===== config.mk =====
export PLATFORM = sky130hd
export DESIGN_NAME = ex_stage_mdu
export DESIGN_NICKNAME = d
export VERILOG_FILES = /design/src/rtl/ex_stage_mdu.sv
export SDC_FILE = /design/constraint.sdc
export NUM_CORES = 2
export LEC_CHECK = 0
export ABC_AREA = 1
export CAP_MARGIN = 25
export CELL_PAD_IN_SITES_DETAIL_PLACEMENT = 0
export CELL_PAD_IN_SITES_GLOBAL_PLACEMENT = 1
export CORE_MARGIN = 2
export CORE_UTILIZATION = 40
export DETAILED_ROUTE_END_ITERATION = 8
export PLACE_DENSITY = 0.89
export SYNTH_ARGS = -nofsm -noshare
export SYNTH_HDL_FRONTEND = slang
export SYNTH_SLANG_ARGS = --single-unit

===== constraint.sdc =====
create_clock -name clk -period 5.1 [get_ports clk]
set_input_delay 1.02 -clock clk [delete_from_list [all_inputs] [get_ports clk]]
set_output_delay 1.02 -clock clk [all_outputs]
set_load 0.005 [all_outputs]

===== src/rtl/ex_stage_mdu.sv =====
// Execute stage: operand forwarding, single-cycle ALU, iterative MUL/DIV unit,
// and the EX/MEM pipeline register.
module ex_stage_mdu #(
  parameter int unsigned DATA_WIDTH = 32,
  parameter int unsigned REG_ADDR_W = 5,
  parameter int unsigned MDU_EN     = 1
) (
  input  logic                  clk,
  input  logic                  rst,
  input  logic                  flush,
  input  logic                  in_valid_i,
  output logic                  in_ready_o,
  input  logic [DATA_WIDTH-1:0] pc_i,
  input  logic [DATA_WIDTH-1:0] rs1_data_i,
  input  logic [DATA_WIDTH-1:0] rs2_data_i,
  input  logic [DATA_WIDTH-1:0] imm_i,
  input  logic [REG_ADDR_W-1:0] rd_add_i,
  input  logic                  regwrite_i,
  input  logic                  rd_mem_i,
  input  logic                  wr_mem_i,
  input  logic [2:0]            mem_op_i,
  input  logic [1:0]            sel_to_reg_i,
  input  logic [1:0]            sel_a_i,
  input  logic                  sel_b_i,
  input  logic [1:0]            fwd_a_i,
  input  logic [1:0]            fwd_b_i,
  input  logic [DATA_WIDTH-1:0] mem_fwd_i,
  input  logic [DATA_WIDTH-1:0] wb_fwd_i,
  input  logic [3:0]            alu_op_i,
  input  logic                  md_en_i,
  input  logic [1:0]            md_op_i,
  output logic                  out_valid_o,
  output logic [DATA_WIDTH-1:0] out_pc_o,
  output logic [DATA_WIDTH-1:0] out_result_o,
  output logic [DATA_WIDTH-1:0] out_rs2_data_o,
  output logic [DATA_WIDTH-1:0] out_pc_dest_o,
  output logic                  out_zero_o,
  output logic [REG_ADDR_W-1:0] out_rd_add_o,
  output logic                  out_regwrite_o,
  output logic                  out_rd_mem_o,
  output logic                  out_wr_mem_o,
  output logic [2:0]            out_mem_op_o,
  output logic [1:0]            out_sel_to_reg_o
);

  localparam int unsigned SHW  = $clog2(DATA_WIDTH);
  localparam int unsigned CNTW = SHW;

  typedef enum logic [1:0] {IDLE = 2'd0, BUSY = 2'd1, DONE = 2'd2} state_e;

  state_e                  state_q;
  logic [CNTW-1:0]         cnt_q;
  logic [DATA_WIDTH-1:0]   hi_q, lo_q, b_q;
  logic [1:0]              md_op_q;
  logic [DATA_WIDTH-1:0]   cap_pc_q, cap_rs2_q, cap_pcd_q;
  logic [REG_ADDR_W-1:0]   cap_rd_q;
  logic                    cap_rw_q, cap_rdm_q, cap_wrm_q;
  logic [2:0]              cap_memop_q;
  logic [1:0]              cap_sel_q;

  logic [DATA_WIDTH-1:0]   fwd_a, fwd_b, op_a, op_b, alu_res, pc_dest, md_res;
  logic [DATA_WIDTH:0]     mul_sum, div_shift, div_diff;
  logic                    accept, md_go;

  assign in_ready_o = (state_q == IDLE);
  assign accept     = (state_q == IDLE) && in_valid_i && !flush;
  assign md_go      = accept && md_en_i && (MDU_EN != 0);
  assign pc_dest    = pc_i + imm_i;

  // Forwarding and operand selection
  always_comb begin
    fwd_a = rs1_data_i;
    fwd_b = rs2_data_i;
    case (fwd_a_i)
      2'b01:   fwd_a = mem_fwd_i;
      2'b10:   fwd_a = wb_fwd_i;
      default: fwd_a = rs1_data_i;
    endcase
    case (fwd_b_i)
      2'b01:   fwd_b = mem_fwd_i;
      2'b10:   fwd_b = wb_fwd_i;
      default: fwd_b = rs2_data_i;
    endcase
    case (sel_a_i)
      2'b00:   op_a = fwd_a;
      2'b01:   op_a = pc_i;
      default: op_a = '0;
    endcase
    op_b = sel_b_i ? imm_i : fwd_b;
  end

  // Single-cycle ALU
  always_comb begin
    alu_res = '0;
    case (alu_op_i)
      4'd0: alu_res = op_a + op_b;
      4'd1: alu_res = op_a - op_b;
      4'd2: alu_res = op_a & op_b;
      4'd3: alu_res = op_a | op_b;
      4'd4: alu_res = op_a ^ op_b;
      4'd5: alu_res = op_a << op_b[SHW-1:0];
      4'd6: alu_res = op_a >> op_b[SHW-1:0];
      4'd7: alu_res = DATA_WIDTH'($signed(op_a) >>> op_b[SHW-1:0]);
      4'd8: alu_res = {{(DATA_WIDTH-1){1'b0}}, ($signed(op_a) < $signed(op_b))};
      4'd9: alu_res = {{(DATA_WIDTH-1){1'b0}}, (op_a < op_b)};
      default: alu_res = '0;
    endcase
  end

  // One MDU iteration: shift-add multiply or restoring divide step
  always_comb begin
    mul_sum   = {1'b0, hi_q} + (lo_q[0] ? {1'b0, b_q} : '0);
    div_shift = {hi_q, lo_q[DATA_WIDTH-1]};
    div_diff  = div_shift - {1'b0, b_q};
    md_res    = md_op_q[0] ? hi_q : lo_q;
  end

  // MDU control FSM and iteration datapath
  always_ff @(posedge clk) begin
    if (rst) begin
      state_q     <= IDLE;
      cnt_q       <= '0;
      hi_q        <= '0;
      lo_q        <= '0;
      b_q         <= '0;
      md_op_q     <= '0;
      cap_pc_q    <= '0;
      cap_rs2_q   <= '0;
      cap_pcd_q   <= '0;
      cap_rd_q    <= '0;
      cap_rw_q    <= 1'b0;
      cap_rdm_q   <= 1'b0;
      cap_wrm_q   <= 1'b0;
      cap_memop_q <= '0;
      cap_sel_q   <= '0;
    end else if (flush) begin
      state_q <= IDLE;
      cnt_q   <= '0;
    end else begin
      case (state_q)
        IDLE: if (md_go) begin
          state_q     <= BUSY;
          cnt_q       <= '0;
          hi_q        <= '0;
          lo_q        <= op_a;
          b_q         <= op_b;
          md_op_q     <= md_op_i;
          cap_pc_q    <= pc_i;
          cap_rs2_q   <= fwd_b;
          cap_pcd_q   <= pc_dest;
          cap_rd_q    <= rd_add_i;
          cap_rw_q    <= regwrite_i;
          cap_rdm_q   <= rd_mem_i;
          cap_wrm_q   <= wr_mem_i;
          cap_memop_q <= mem_op_i;
          cap_sel_q   <= sel_to_reg_i;
        end
        BUSY: begin
          if (!md_op_q[1]) begin
            hi_q <= mul_sum[DATA_WIDTH:1];
            lo_q <= {mul_sum[0], lo_q[DATA_WIDTH-1:1]};
          end else if (!div_diff[DATA_WIDTH]) begin
            hi_q <= div_diff[DATA_WIDTH-1:0];
            lo_q <= {lo_q[DATA_WIDTH-2:0], 1'b1};
          end else begin
            hi_q <= div_shift[DATA_WIDTH-1:0];
            lo_q <= {lo_q[DATA_WIDTH-2:0], 1'b0};
          end
          cnt_q <= cnt_q + CNTW'(1);
          if (cnt_q == CNTW'(DATA_WIDTH-1)) state_q <= DONE;
        end
        DONE:    state_q <= IDLE;
        default: state_q <= IDLE;
      endcase
    end
  end

  // EX/MEM pipeline register; bubble unless an ALU result or MDU result lands
  always_ff @(posedge clk) begin
    if (rst) begin
      out_pc_o <= '0;
    end
    if (rst || flush || !((accept && !md_go) || (state_q == DONE))) begin
      out_valid_o      <= 1'b0;
      out_result_o     <= '0;
      out_rs2_data_o   <= '0;
      out_pc_dest_o    <= '0;
      out_zero_o       <= 1'b0;
      out_rd_add_o     <= '0;
      out_regwrite_o   <= 1'b0;
      out_rd_mem_o     <= 1'b0;
      out_wr_mem_o     <= 1'b0;
      out_mem_op_o     <= '0;
      out_sel_to_reg_o <= '0;
    end else if (state_q == DONE) begin
      out_valid_o      <= 1'b1;
      out_pc_o         <= cap_pc_q;
      out_result_o     <= md_res;
      out_rs2_data_o   <= cap_rs2_q;
      out_pc_dest_o    <= cap_pcd_q;
      out_zero_o       <= (md_res == '0);
      out_rd_add_o     <= cap_rd_q;
      out_regwrite_o   <= cap_rw_q;
      out_rd_mem_o     <= cap_rdm_q;
      out_wr_mem_o     <= cap_wrm_q;
      out_mem_op_o     <= cap_memop_q;
      out_sel_to_reg_o <= cap_sel_q;
    end else begin
      out_valid_o      <= 1'b1;
      out_pc_o         <= pc_i;
      out_result_o     <= alu_res;
      out_rs2_data_o   <= fwd_b;
      out_pc_dest_o    <= pc_dest;
      out_zero_o       <= (alu_res == '0);
      out_rd_add_o     <= rd_add_i;
      out_regwrite_o   <= regwrite_i;
      out_rd_mem_o     <= rd_mem_i;
      out_wr_mem_o     <= wr_mem_i;
      out_mem_op_o     <= mem_op_i;
      out_sel_to_reg_o <= sel_to_reg_i;
    end
  end

endmodule


# After elaboration in Yosys (flattened, before gate mapping)
# Index checks and enable logic that the tools add are counted.
# word_totals
n_memories	0
regBits	357
mem_bits_ro	0
inputBits	223
latchBits	0
out_inout_bits	144
mem_bits_rw	0
# op_classes
multipliers	0
shift	3
bitwise	4
n_lt_le_gt_ge	2
muxes	34
n_div	0
addsub	6
n_eq_ne	20
n_reduce_logical	21
# ops
operator	n
32-bit 2-to-1 mux	14
32-bit one-hot mux with 10 select lines	1
32-bit one-hot mux with 2 select lines	5
32-bit adder	2
32-bit zero test	2
32-bit less-than comparator	2
32-bit by 32-bit adder with 33-bit output	1
33-bit by 32-bit subtractor with 33-bit output	1
32-bit bitwise AND	1
32-bit bitwise OR	1
32-bit by 5-bit << shifter with 32-bit output	1
32-bit by 5-bit right shift with 32-bit output	1
32-bit by 5-bit >>> shifter with 32-bit output	1
32-bit subtractor	1
32-bit bitwise XOR	1
4-bit by 3-bit == test with 1-bit output, second input constant	4
5-bit 2-to-1 mux	2
5-bit one-hot mux with 2 select lines	1
2-bit by 1-bit == test with 1-bit output, second input constant	4
4-bit by 2-bit == test with 1-bit output, second input constant	2
4-bit == test, second input constant	2
2-bit == test, second input constant	3
1-bit 2-to-1 mux	6
2-bit 2-to-1 mux	3
17 further kinds	28

# Depth between registers and ports, before layout
# logic_depth
ltp_word	10
mapped_depth	36
mapped_depth_nobuf	32

# Worst setup path after synthesis
# OpenSTA, ideal clock, no wires.
# synth_timing
path_kind	input to register
startpoint	input fwd_b_i[0]
endpoint	register out_zero_o
cell_stages	33
required_ns	5.033
n_path_buf	3
arrival_ns	4.670
path_slack_ns	0.363
path_cell_list	inv_1 -> ha_1 -> inv_2 -> buf_6 -> buf_6 -> clkbuf_1 -> nor2_1 -> a21oi_1 -> inv_1 -> o21ai_0 -> inv_1 -> ha_1 -> nor2_1 -> nand3_1 -> nand3_1 -> nand2_1 -> nand3_2 -> nand2_1 -> nand2_2 -> nand2_1 -> nand2_1 -> nand2_1 -> nand2_1 -> nand2_1 -> nand3_1 -> nand2_1 -> nor2_1 -> nand2_1 -> nor2_1 -> nand2_1 -> nor2_1 -> nand3_1 -> a21oi_2
# synth_via
elab_chain_cells	7
# synth_lines
element	line_no	rtl
start, declared	26	input logic [1:0] fwd_b_i,
2-bit == test / 2-bit by 1-bit == test with 1-bit output (equally long branches)	79	case (fwd_b_i)
32-bit one-hot mux with 2 select lines (*)	79	
32-bit 2-to-1 mux (*)	89	op_b = sel_b_i ? imm_i : fwd_b;
net op_b[5]	61	logic [DATA_WIDTH-1:0] fwd_a, fwd_b, op_a, op_b, alu_res, pc_dest, md_res;
32-bit subtractor (tied with other cells)	97	4'd1: alu_res = op_a - op_b;
32-bit one-hot mux with 10 select lines (*)	95	case (alu_op_i)
32-bit zero test (*)	214	out_zero_o <= (alu_res == '0);
1-bit 2-to-1 mux (*)	195	end else if (state_q == DONE) begin
end signal, assigned	201	out_zero_o <= (md_res == '0);
end signal, assigned	214	
end, declared	37	output logic out_zero_o,
# Mark *: on every way through the listed nets, which the timed path passes. The rest lies on a longest branch.
# A chain may end at the register's enable or synchronous reset.

# Final worst setup path
# layout_timing
startpoint	input fwd_b_i[0]
endpoint	register out_zero_o
# layout_via
elab_chain_cells	7
# layout_lines
element	line_no
2-bit == test / 2-bit by 1-bit == test with 1-bit output (equally long branches)	79
32-bit one-hot mux with 2 select lines (*)	79
32-bit 2-to-1 mux (*)	89
32-bit subtractor (tied with other cells)	97
32-bit one-hot mux with 10 select lines (*)	95
32-bit zero test (*)	214
1-bit 2-to-1 mux (*)	195
# Every way passes the cells marked *; elsewhere a longest branch is shown, timed or not.

==> reports/qor.txt <==
Outcome = complete, no violations
H-tree depth = 2
FF-to-FF path depth = 20
Top cells by area, synth = dfxtp_1 (20%), nand2_1 (17%), a21oi_1 (8.8%), nand3_1 (8.2%), inv_1 (8.1%)
Multi-input gate area = 20900 µm²
Worst setup margin = 0.193 ns
CTS tree = built
Min-delay src = cap_memop_q[0]
Synthesized cell area = 31800 µm²
Post-synthesis instance total = 5355
Clk_skew = 0.0531 ns
Hold-critical path endpoint = out_mem_op_o[0]
Initial antenna violation count = 11
Met3 routed WL = 15400 µm
CTS Hold Bufs = 0
Final Util = 0.544
FF+latch area = 7470 µm²
Syn. warnings = 0
Placer Congestion = 1.04
Detailed-route via count = 40.5k
CP endpoint kind = register
Critical Path AT = 5.42 ns
CTS Buf Count = 44
Hold depth = 2
Clk slew on worst S/H paths = 0.06 ns
Slew Limit Fails = 0
Final hold violation count = 0
Yosys cell types = 66
Initial core utilization = 0.404
Met1 WL = 70200 µm
Vias in the first global route = 37.6k
Fraction of registers with async set/reset = 0
Min Tclk post-route = 4.91 ns
Number of port buffers = 366
Tot GR Track Use = 0.404
# rows = 103
Worst slack, placed = -0.675 ns
Nets = 6628
Via/cell ratio = 5.54
Die span in y = 286 µm
Detailed Route Iter0 Violations = 4384
Worst-margin pin slew = 1.01 ns
Kind of critical path = input port to register
Share of the synthesized area in the top cell type = 0.204
Count leader, synth = nand2_1
Worst setup SP type = input port
Wire length per cell = 23.5 µm
Post-synth top cells = nand2_1 (1478), inv_1 (684), a21oi_1 (560), nand3_1 (521), nor2_1 (391)
Largest net degree at the start of global routing = 154
First-pass GRT wire length = 247000 µm
Routed Wire Length = 172000 µm
Reg2reg start = lo_q[0]
Pwr/cell area = 251 nW/µm²
EDFF count, synth = 32
Core Footprint = 78900 µm²
Layout cell share with drive strength beyond 1 = 0.157
Fmax = 204 MHz
Commonest register cell after synthesis = dfxtp_1
R2R setup slack = 0.81 ns
Clock Sinks = 357
Critical Path RT = 5.61 ns
Worst-Skew Late Latency = 0.62 ns
Hold crit path type = register to register
Post-route DRC = 0
Pre-antenna DRT Iters = 6
Width of the die = 286 µm
Clock Path Buffers = 3
Top sig layer = met5
Gr ovfl total = 0
Crit-path max FO = 11
Boundary Pins = 367
Setup violations, final = 0
Die area = 81900 µm²
Filler cell count = 8209
Mapped Nets = 5772
ANT nets after route = 0
Worst vdd ir = 0.000208 V
Max-cap violations = 0
Synthesis-stage register bit count = 357
DP HPWL = 140000 µm
Period utilization = 0.962
Critical R2R Capture = hi_q[23]
Synth-to-layout area growth = 34.8%
Leakage power = 21.6 nW
Met2 routed WL = 75500 µm
Largest area contributor in the netlist = dfxtp_1
Worst relative slew slack = 0.330
Root Buffer = clkbuf_16
Avg Cell Area, Syn = 5.95 µm²
Seq/Total Area, Yosys = 0.234
how the worst max path moves through the flow:
stage | depth (start not counted) | from | endpoint | slack [ns]
final | 27 | fwd_b_i[0] | out_zero_o | 0.19
after global routing | 32 | fwd_b_i[0] | out_zero_o | -0.02
after CTS | 29 | fwd_b_i[0] | out_zero_o | 0.04
after detailed placement | 27 | fwd_b_i[0] | out_result_o[0] | -0.67
after global placement | 30 | fwd_b_i[0] | out_zero_o | -0.75
after floorplan | 33 | fwd_b_i[0] | out_zero_o | 0.36
placed cells by master (no fill, tap or decap), types with 25 or more instances in the layout:
master / n
buf_4: 685
nor2_1: 375
nand2_1: 1469
o21ai_1: 27
dfxtp_1: 324
edfxtp_1: 32
a21oi_1: 554
inv_1: 679
a31oi_1: 52
nand4_1: 40
clkbuf_16: 44
ha_1: 177
or2_2: 26
o21ai_0: 366
nand3_1: 516
nand2_2: 45
nor3_1: 25
clkdlybuf4s50_1: 364
xor2_1: 39
o211ai_1: 63
stage by stage:
step | cell area [µm²] | hold WS [ns] | total power [W] | TNS [ns] | instances
after global routing | 42900 | 0.475 | 0.0112 | -0.0212 | 7296
after global placement | 41100 | 0.439 | 0.00734 | -6.06 | 7206
after CTS | 42600 | 0.458 | 0.0106 | 0 | 7287
final | 42900 | 0.462 | 0.0108 | 0 | 7300
after detailed placement | 41100 | 0.455 | 0.00732 | -6.23 | 7206
after floorplan | 31800 | 0.430 | 0.00512 | 0 | 5355
logic make-up (layout without fill, tap and decap cells):
logic type | Yosys count | after routing | synth area share
XOR/XNOR | 59 | 59 | 0.0162
AND/OR/NAND/NOR | 2583 | 2583 | 0.342
AO/OA/AOI/OAI | 1196 | 1196 | 0.207
other | 0 | 4 | 0
flip-flops | 357 | 357 | 0.234
multiplexers | 4 | 4 | 0.00126
buffers and inverters | 962 | 1853 | 0.121
adder cells (fa/ha/maj) | 194 | 194 | 0.0774
routing by layer:
layer,GRT usage,vias to the layer above
li1,-,19200
met1,0.526,18700
met2,0.641,2095
met3,0.0671,387
met4,0.213,12
met5,0,-
area by class of cell:
cell class | count | share of cell area
flip-flops and latches | 357 | 0.174
repair inverters | 1 | 0.000146
inverters | 701 | 0.0617
clock inverters | 31 | 0.00796
diodes | 4 | 0.000233
well taps | 1050 | 0.0306
multi-input cells | 4036 | 0.486
clock buffers | 50 | 0.0264
repair buffers | 1070 | 0.213
flip-flops by register name, summed over array words and instances (netlist names), 32 cells and up:
register	cells
hi_q	32
lo_q	32
out_pc_o	32
cap_pcd_q	32
out_rs2_data_o	32
out_result_o	32
b_q	32
cap_pc_q	32
out_pc_dest_o	32
cap_rs2_q	32
power by group:
part / total (W) / switching (W) / internal (W)
registers: 0.00297 / 0.0000504 / 0.00292
logic: 0.00451 / 0.00275 / 0.00175
clock network: 0.00329 / 0.00142 / 0.00187
total: 0.0108 / 0.00422 / 0.00655
timing repair:
item,4_1_cts,5_1_grt
cloned,0,1
setup buffers,0,8
pin swaps,0,13
gates resized for setup,3,82
endpoints found under the setup margin,2,5
worst max-delay path, cell delays in order:
cell and delay [ns]:
clkdlybuf4s50_1 0.50, inv_1 0.08, ha_4 0.28, inv_4 0.06
buf_4 0.17, or2_2 0.28, nand3_1 0.22, nand2_2 0.14
inv_1 0.20, ha_1 0.32, nor2_1 0.18, inv_1 0.13
nor2_1 0.19, inv_1 0.12, nor2_1 0.12, nand2_1 0.09
nand2_1 0.10, nand2_1 0.05, nand3_1 0.06, nand4_1 0.25
nor2_2 0.19, nand2_1 0.08, nor2_1 0.11, nand2_1 0.06
nor2_1 0.14, nand3_1 0.10, a21oi_2 0.15
Power figures use the tool's default switching activity.
